File: src/rtl/led_hex_scanner_if.sv
// Display-side bundle for led_hex_scanner: capture/scan controls in,
// active-low anode/segment drive and debug digit index out.
interface led_hex_scanner_if #(
  parameter int DATA_WIDTH = 32,
  parameter int DIGITS     = 8
);
  localparam int IW = (DIGITS > 1) ? $clog2(DIGITS) : 1;

  logic                  en;
  logic [DATA_WIDTH-1:0] data_in;
  logic                  data_valid;
  logic [DIGITS-1:0]     an;
  logic [6:0]            seg;
  logic                  dp;
  logic [IW-1:0]         digit_idx;

  modport master (
    output en, data_in, data_valid,
    input  an, seg, dp, digit_idx
  );

  modport slave (
    input  en, data_in, data_valid,
    output an, seg, dp, digit_idx
  );
endinterface

File: src/rtl/led_hex_scanner.sv
// Latches a display word and scans it as hex digits onto a common-anode
// 7-segment board. Define LED_HEX_SCANNER_BLANK_EN to blank leading zeros.
module led_hex_scanner #(
  parameter int DATA_WIDTH = 32,
  parameter int DIGITS     = 8,
  parameter int SCAN_DIV   = 100000
) (
  input  logic              clk,
  input  logic              rst,
  led_hex_scanner_if.slave  bus
);
  localparam int IW = (DIGITS > 1) ? $clog2(DIGITS) : 1;
  localparam int CW = (SCAN_DIV > 1) ? $clog2(SCAN_DIV) : 1;
  localparam logic [CW-1:0] DIV_LAST = CW'(SCAN_DIV - 1);
  localparam logic [IW-1:0] IDX_LAST = IW'(DIGITS - 1);

  logic [DATA_WIDTH-1:0] shadow;
  logic [CW-1:0]         div_cnt;
  logic [IW-1:0]         idx;
  logic [DIGITS-1:0]     an_q;
  logic [6:0]            seg_q;
  logic                  dp_q;
  logic [3:0]            nib;
  logic [6:0]            seg_d;

  function automatic logic [6:0] hex7(input logic [3:0] n);
    logic [6:0] s;
    unique case (n)
      4'h0: s = 7'h40;
      4'h1: s = 7'h79;
      4'h2: s = 7'h24;
      4'h3: s = 7'h30;
      4'h4: s = 7'h19;
      4'h5: s = 7'h12;
      4'h6: s = 7'h02;
      4'h7: s = 7'h78;
      4'h8: s = 7'h00;
      4'h9: s = 7'h10;
      4'hA: s = 7'h08;
      4'hB: s = 7'h03;
      4'hC: s = 7'h46;
      4'hD: s = 7'h21;
      4'hE: s = 7'h06;
      default: s = 7'h0E;
    endcase
    return s;
  endfunction

  assign nib = shadow[4*idx +: 4];

`ifdef LED_HEX_SCANNER_BLANK_EN
  logic [IW-1:0] msd;

  always_comb begin
    msd = '0;
    for (int i = 0; i < DIGITS; i++) begin
      if (shadow[4*i +: 4] != 4'h0) msd = IW'(i);
    end
  end

  // Digit 0 is never above msd, so a zero word still shows "0".
  assign seg_d = (idx > msd) ? 7'h7F : hex7(nib);
`else
  assign seg_d = hex7(nib);
`endif

  always_ff @(posedge clk) begin
    if (rst) begin
      shadow  <= '0;
      div_cnt <= '0;
      idx     <= '0;
      an_q    <= '1;
      seg_q   <= 7'h7F;
      dp_q    <= 1'b1;
    end else begin
      if (bus.data_valid) shadow <= bus.data_in;
      if (bus.en) begin
        if (div_cnt == DIV_LAST) begin
          div_cnt <= '0;
          idx     <= (idx == IDX_LAST) ? '0 : idx + 1'b1;
        end else begin
          div_cnt <= div_cnt + 1'b1;
        end
      end
      an_q  <= ~(DIGITS'(1) << idx);
      seg_q <= seg_d;
      dp_q  <= 1'b1;
    end
  end

  assign bus.an        = an_q;
  assign bus.seg       = seg_q;
  assign bus.dp        = dp_q;
  assign bus.digit_idx = idx;
endmodule

File: src/flat_wrapper.sv
// flat-port wrapper written by rule: the top's interface ports become plain ports
module led_hex_scanner_flat 
#(
  parameter int DATA_WIDTH = 32,
  parameter int DIGITS     = 8,
  parameter int SCAN_DIV   = 100000
)
  (clk, rst, bus_en, bus_data_in, bus_data_valid, bus_an, bus_seg, bus_dp, bus_digit_idx);
  led_hex_scanner_if #(.DATA_WIDTH(DATA_WIDTH), .DIGITS(DIGITS)) bus_i ();
  input  logic clk;
  input  logic rst;
  input wire logic [$bits(bus_i.en)-1:0] bus_en;
  input wire logic [$bits(bus_i.data_in)-1:0] bus_data_in;
  input wire logic [$bits(bus_i.data_valid)-1:0] bus_data_valid;
  output wire logic [$bits(bus_i.an)-1:0] bus_an;
  output wire logic [$bits(bus_i.seg)-1:0] bus_seg;
  output wire logic [$bits(bus_i.dp)-1:0] bus_dp;
  output wire logic [$bits(bus_i.digit_idx)-1:0] bus_digit_idx;
  assign bus_i.en = bus_en;
  assign bus_i.data_in = bus_data_in;
  assign bus_i.data_valid = bus_data_valid;
  assign bus_an = bus_i.an;
  assign bus_seg = bus_i.seg;
  assign bus_dp = bus_i.dp;
  assign bus_digit_idx = bus_i.digit_idx;
  led_hex_scanner #(.DATA_WIDTH(DATA_WIDTH), .DIGITS(DIGITS), .SCAN_DIV(SCAN_DIV)) u_core (.clk(clk), .rst(rst), .bus(bus_i));
endmodule
File: config.mk
export PLATFORM = sky130hd
export DESIGN_NAME = led_hex_scanner_flat
export DESIGN_NICKNAME = d
export VERILOG_FILES = /design/src/rtl/led_hex_scanner_if.sv /design/src/rtl/led_hex_scanner.sv /design/src/flat_wrapper.sv
export SDC_FILE = /design/constraint.sdc
export NUM_CORES = 1
export LEC_CHECK = 0
export CELL_PAD_IN_SITES_DETAIL_PLACEMENT = 2
export CELL_PAD_IN_SITES_GLOBAL_PLACEMENT = 2
export CORE_ASPECT_RATIO = 1.2
export CORE_UTILIZATION = 33
export DETAILED_ROUTE_END_ITERATION = 10
export PLACE_DENSITY_LB_ADDON = 0.12
export SYNTH_ARGS = -nofsm -noshare
export SYNTH_HDL_FRONTEND = slang
export SYNTH_SLANG_ARGS = --single-unit
File: constraint.sdc
create_clock -name clk -period 2.9 [get_ports clk]
set_clock_uncertainty 0.1 [all_clocks]
set_input_delay 0.58 -clock clk [delete_from_list [all_inputs] [get_ports clk]]
set_output_delay 0.58 -clock clk [all_outputs]
set_load 0.01 [all_outputs]
---- After elaboration in Yosys (flattened, before gate mapping) ----
Memory sizes are Yosys's and may differ from the RTL's. A register that Yosys moved wholly into a read port is not among the register bits.
Cells that the tools add are included.
word-level totals
  register bits after elaboration ......... 60
  memory bits (read-only) ................. 112
  bits of input ports ..................... 36
  logic and storage cells ................. 15
  memories kept ........................... 1
memories
  name             depth  width  rd ports  clocked after Yosys merged registers in  wr ports  RTL line               RTL
  (no name shown)  16     7      1         1                                        0         led_hex_scanner.sv:28  unique case (n)
operators by class
  add/sub/neg operators ................... 2
  eq/ne operators ......................... 2
  shift-type cells ........................ 2
  muxes and demuxes ....................... 2
  bitwise logic cells ..................... 1
  reductions and logical operators ........ 1
operator list
  cell                                             number
  indexed part select 32 x 6 -> 4 bit              1
  adder 17 x 1 -> 17 bit, second input constant    1
  == test 17 bit, second input constant            1
  2-to-1 mux 17 bit                                1
  inverter 8 bit                                   1
  left shift 1 x 3 -> 8 bit, first input constant  1
  adder 3 x 1 -> 3 bit, second input constant      1
  == test 3 bit, second input constant             1
  2-to-1 mux 3 bit                                 1
  AND reduction 2 bit                              1

---- Depth between registers and ports, before layout ----
  depth after elaboration ................. 2
  depth in mapped cells ................... 9
  depth with buffers taken out ............ 7

---- Worst setup path after synthesis ----
OpenSTA, ideal clock, no wires.
  path kind ............................... reg2reg
  start ................................... register u_core.idx[0], in the netlist u_core.bus.digit_idx[0]
  end ..................................... register u_core.seg_q[5], in the netlist u_core.bus.seg[5]
  setup time .............................. 0.122 ns
  arrival ................................. 2.367 ns
  data required time ...................... 2.678 ns
  setup slack ............................. 0.311 ns
  cell stages (with the launch flop) ...... 9
  period minus slack after synthesis ...... 2.589 ns
  cell sequence ........................... dfxtp_1 buf_6 mux4_1 mux2i_1 inv_1 ha_1 nand3_1 o21ai_0 a221o_1
on the way
  longest elaborated chain between the ends .. 1
ends and longest elaborated chain
  item                                 RTL line               RTL
  from (decl)                          led_hex_scanner.sv:19  logic [IW-1:0] idx;
  from (signal assigned)               led_hex_scanner.sv:80  idx <= (idx == IDX_LAST) ? '0 : idx + 1'b1;
  indexed part select 32 x 6 -> 4 bit  led_hex_scanner.sv:49  assign nib = shadow[4*idx +: 4];
  to (decl)                            led_hex_scanner.sv:21  logic [6:0] seg_q;
Every way passes these cells.
A chain may end at the register's enable or synchronous reset.

---- Worst setup path in the final report ----
  start ................................... register u_core.idx[0], in the netlist u_core.bus.digit_idx[0]
  end ..................................... register u_core.seg_q[6], in the netlist u_core.bus.seg[6]
The elaborated chain is that of the path after synthesis.

==> reports/qor.csv <==
metric,value,unit
R2R depth,7,
Hold Buf Count CTS,0,
static leakage,0.00155,uW
Tmin final,2.41,ns
Worst-Skew Late Latency,0.34,ns
worst hold endpoint,u_core.shadow[26],
Slew headroom,56.4,%
hpwl dp,5.50,mm
antenna cell count,0,
Seq. cell area,0.00134,mm^2
CTS Buf Count,9,
Placed Instance Area,0.00366,mm^2
Unique masters post-synth,44,
Slew @ Worst Pin,0.654,ns
GRT Overall Usage,16.6,%
CTS tree,done,
RR Endpoint,u_core.bus.seg[6],
Finished Cell Area,0.00379,mm^2
initial antenna violation count,0,
DR vias,2262,
Port Buffer Count,53,
Worst Setup End Kind,flop,
"commonest non-fill, non-tap cell in the layout",dfxtp_1,
status,"complete, no violations",
CP cell instances,mux4_1 > mux2i_4 > inv_2 > ha_1 > nand3_1 > o21ai_0 > a221o_1,
first-pass GRT wire length,12.1,mm
Post-Route Utilization,42.0,%
synth warn,0,
Max-cap violations,0,
largest net degree at the start of global routing,37,
area of the multi-input gates,0.00156,mm^2
Sink Count,67,
DIE AREA,0.00964,mm^2
GP Congestion,0.689,
layout cells sized above 1,8.52,%
Worst Path Required,3.02,ns
Fill cells,981,
Mean Syn Cell Area,10.3,um^2
number of global-route vias before repair,2432,
Worst Hold Class,reg -> reg,
Synth Net Count,346,
Synth Cell Area,0.00305,mm^2
flop2flop setup slack,0.49,ns
total power,1800,uW
Crit path buffers/inverters,1,
worst hold stages,2,
ys async rst share,0,%
sum of negative setup slack,0,ns
die height,107,um
First DRT Iteration DRCs,59,
pre-CTS WS,0.301,ns
Routed Antenna Nets,0,
Main synth FF type,dfxtp_1,
CP peak stage delay,0.65,ns
Post-synth EDFFs,0,
most frequent cells in the layout,"dfxtp_1, nor2_1, clkdlybuf4s50_1",
final setup violation count,0,
slowest CP cell,mux4_1,
depth of the CTS H-tree,3,
Critical Path Fanout Max,6,
# IOs,55,
initial core utilization,33.8,%
Top delay family on crit path,multiplexers,
post_cts resized,0,
TritonRoute pass-1 iters,3,
final wirelength,7.28,mm
DRC violations left,0,
Root Buffer,clkbuf_8,
max-slew violations,0,
gr ovfl total,0,
Post-CTS Repair Setup Buffers,0,
Die Wd,89.8,um
synth top area cells,"dfxtp_1, mux2i_1, nor2_1, ha_1, mux4_1",
critical hold path startpoint,u_core.shadow[26],
Startpoint Class,flop,
row cnt,38,
RR Startpoint,u_core.bus.digit_idx[0],
via density per instance,4.79,
sequential share of the synthesized area,44.0,%
Core Area,0.00903,mm^2
crit path kind,reg -> reg,
f_max,414,MHz
post-route setup slack,0.487,ns
WP data arrival,2.54,ns
Worst Setup SP,u_core.bus.digit_idx[0],
VDD IR max,0.220,mV
share of the synthesized area in the top cell type,44.0,%
Syn Inst Count,297,
"area leader, netlist",dfxtp_1,
Layout area overhead,24.3,%
Power Dens Cells,476,mW/mm^2
Clock transition at path regs,0.06,ns
final hold viol count,0,
Synth Register Bits,67,
nets@finish,400,
Longest Clk Path Bufs,2,
Avg WL per Cell,15.4,um
Tcrit/Tclk final,83.2,%
RSZ-0062 raised after global routing,no,
[synthesized netlist by cell type, types with 2 or more instances]
| cell | n |
|---|---|
| buf_6 | 4 |
| inv_2 | 2 |
| nor4_1 | 3 |
| clkbuf_1 | 4 |
| nor3_1 | 2 |
| xor2_1 | 12 |
| a31oi_1 | 2 |
| buf_1 | 5 |
| mux2_2 | 2 |
| nor2b_1 | 3 |
| a21oi_1 | 3 |
| dfxtp_1 | 67 |
| ha_1 | 13 |
| mux4_1 | 6 |
| nand3_1 | 7 |
| a221o_1 | 3 |
| and3_4 | 2 |
| inv_1 | 5 |
| nor2_1 | 59 |
| xnor2_1 | 5 |
| mux2i_4 | 2 |
| nand2_1 | 14 |
| o21ai_0 | 5 |
| nand4_1 | 5 |
| nand2b_1 | 3 |
| buf_4 | 2 |
| and3_1 | 2 |
| mux2i_1 | 39 |
[tightest hold or removal path, cell delays in order (launching register included)]
cell	delay [ns]
dfxtp_1	0.32
mux2i_1	0.06
nor2_1	0.07
[worst max-delay path by stage]
stage	end	slack [ns]	cells past startpoint
floorplan	u_core.bus.seg[5]	0.31	8
finish	u_core.bus.seg[6]	0.49	7
detailed placement	u_core.div_cnt[15]	0.30	7
global route	u_core.bus.seg[3]	0.29	7
CTS	u_core.bus.seg[6]	0.44	7
global placement	u_core.div_cnt[5]	0.32	7
[layout make-up]
type / count / share of cell area (%)
Clock inverter: 1 / 0.132
Timing Repair Buffer: 60 / 15.1
Multi-Input combinational cell: 205 / 41.2
Tap cell: 120 / 3.96
Sequential cell: 67 / 35.4
Inverter: 8 / 0.792
Clock buffer: 11 / 3.46
[state kept, by name (all words and copies together) (netlist names)]
name                  count
u_core.bus.digit_idx      3
u_core.bus.seg            7
u_core.shadow            32
u_core.bus.an             8
u_core.div_cnt           17
[power by group]
| group | total (uW) | switching (uW) | internal [uW] | leakage [uW] |
|---|---|---|---|---|
| registers | 985 | 24.2 | 960 | 0.000550 |
| clock network | 615 | 324 | 290 | 0.0000710 |
| logic | 205 | 89.0 | 116 | 0.000926 |
[per-stage QoR]
| step | std cells | hold slack (ns) |
|---|---|---|
| 2_1_floorplan | 297 | 0.351 |
| 3_3_place_gp | 460 | 0.367 |
| 3_5_place_dp | 460 | 0.386 |
| 4_1_cts | 472 | 0.403 |
| 5_1_grt | 472 | 0.432 |
| 6_report | 472 | 0.393 |
[logic make-up after synthesis]
logic type               count (synthesis)  share of synthesized area (%)
AND/OR/NAND/NOR                        108                           16.6
flip-flops                              67                           44.0
multiplexers                            49                           20.2
buffers and inverters                   25                           4.88
AO/OA/AOI/OAI                           17                           4.10
XOR/XNOR                                17                           4.88
adder cells (fa/ha/maj)                 13                           5.33
other                                    1                          0.123
[routing by layer]
layer / GRT usage, % / vias up / wire length [um]
li1: - / 1116 / -
met1: 16.4 / 1101 / 2850
met2: 32.1 / 35 / 4050
met3: 3.25 / 10 / 210
met4: 9.48 / 0 / 164
met5: 0 / - / 0
Power figures use the tool's default switching activity.
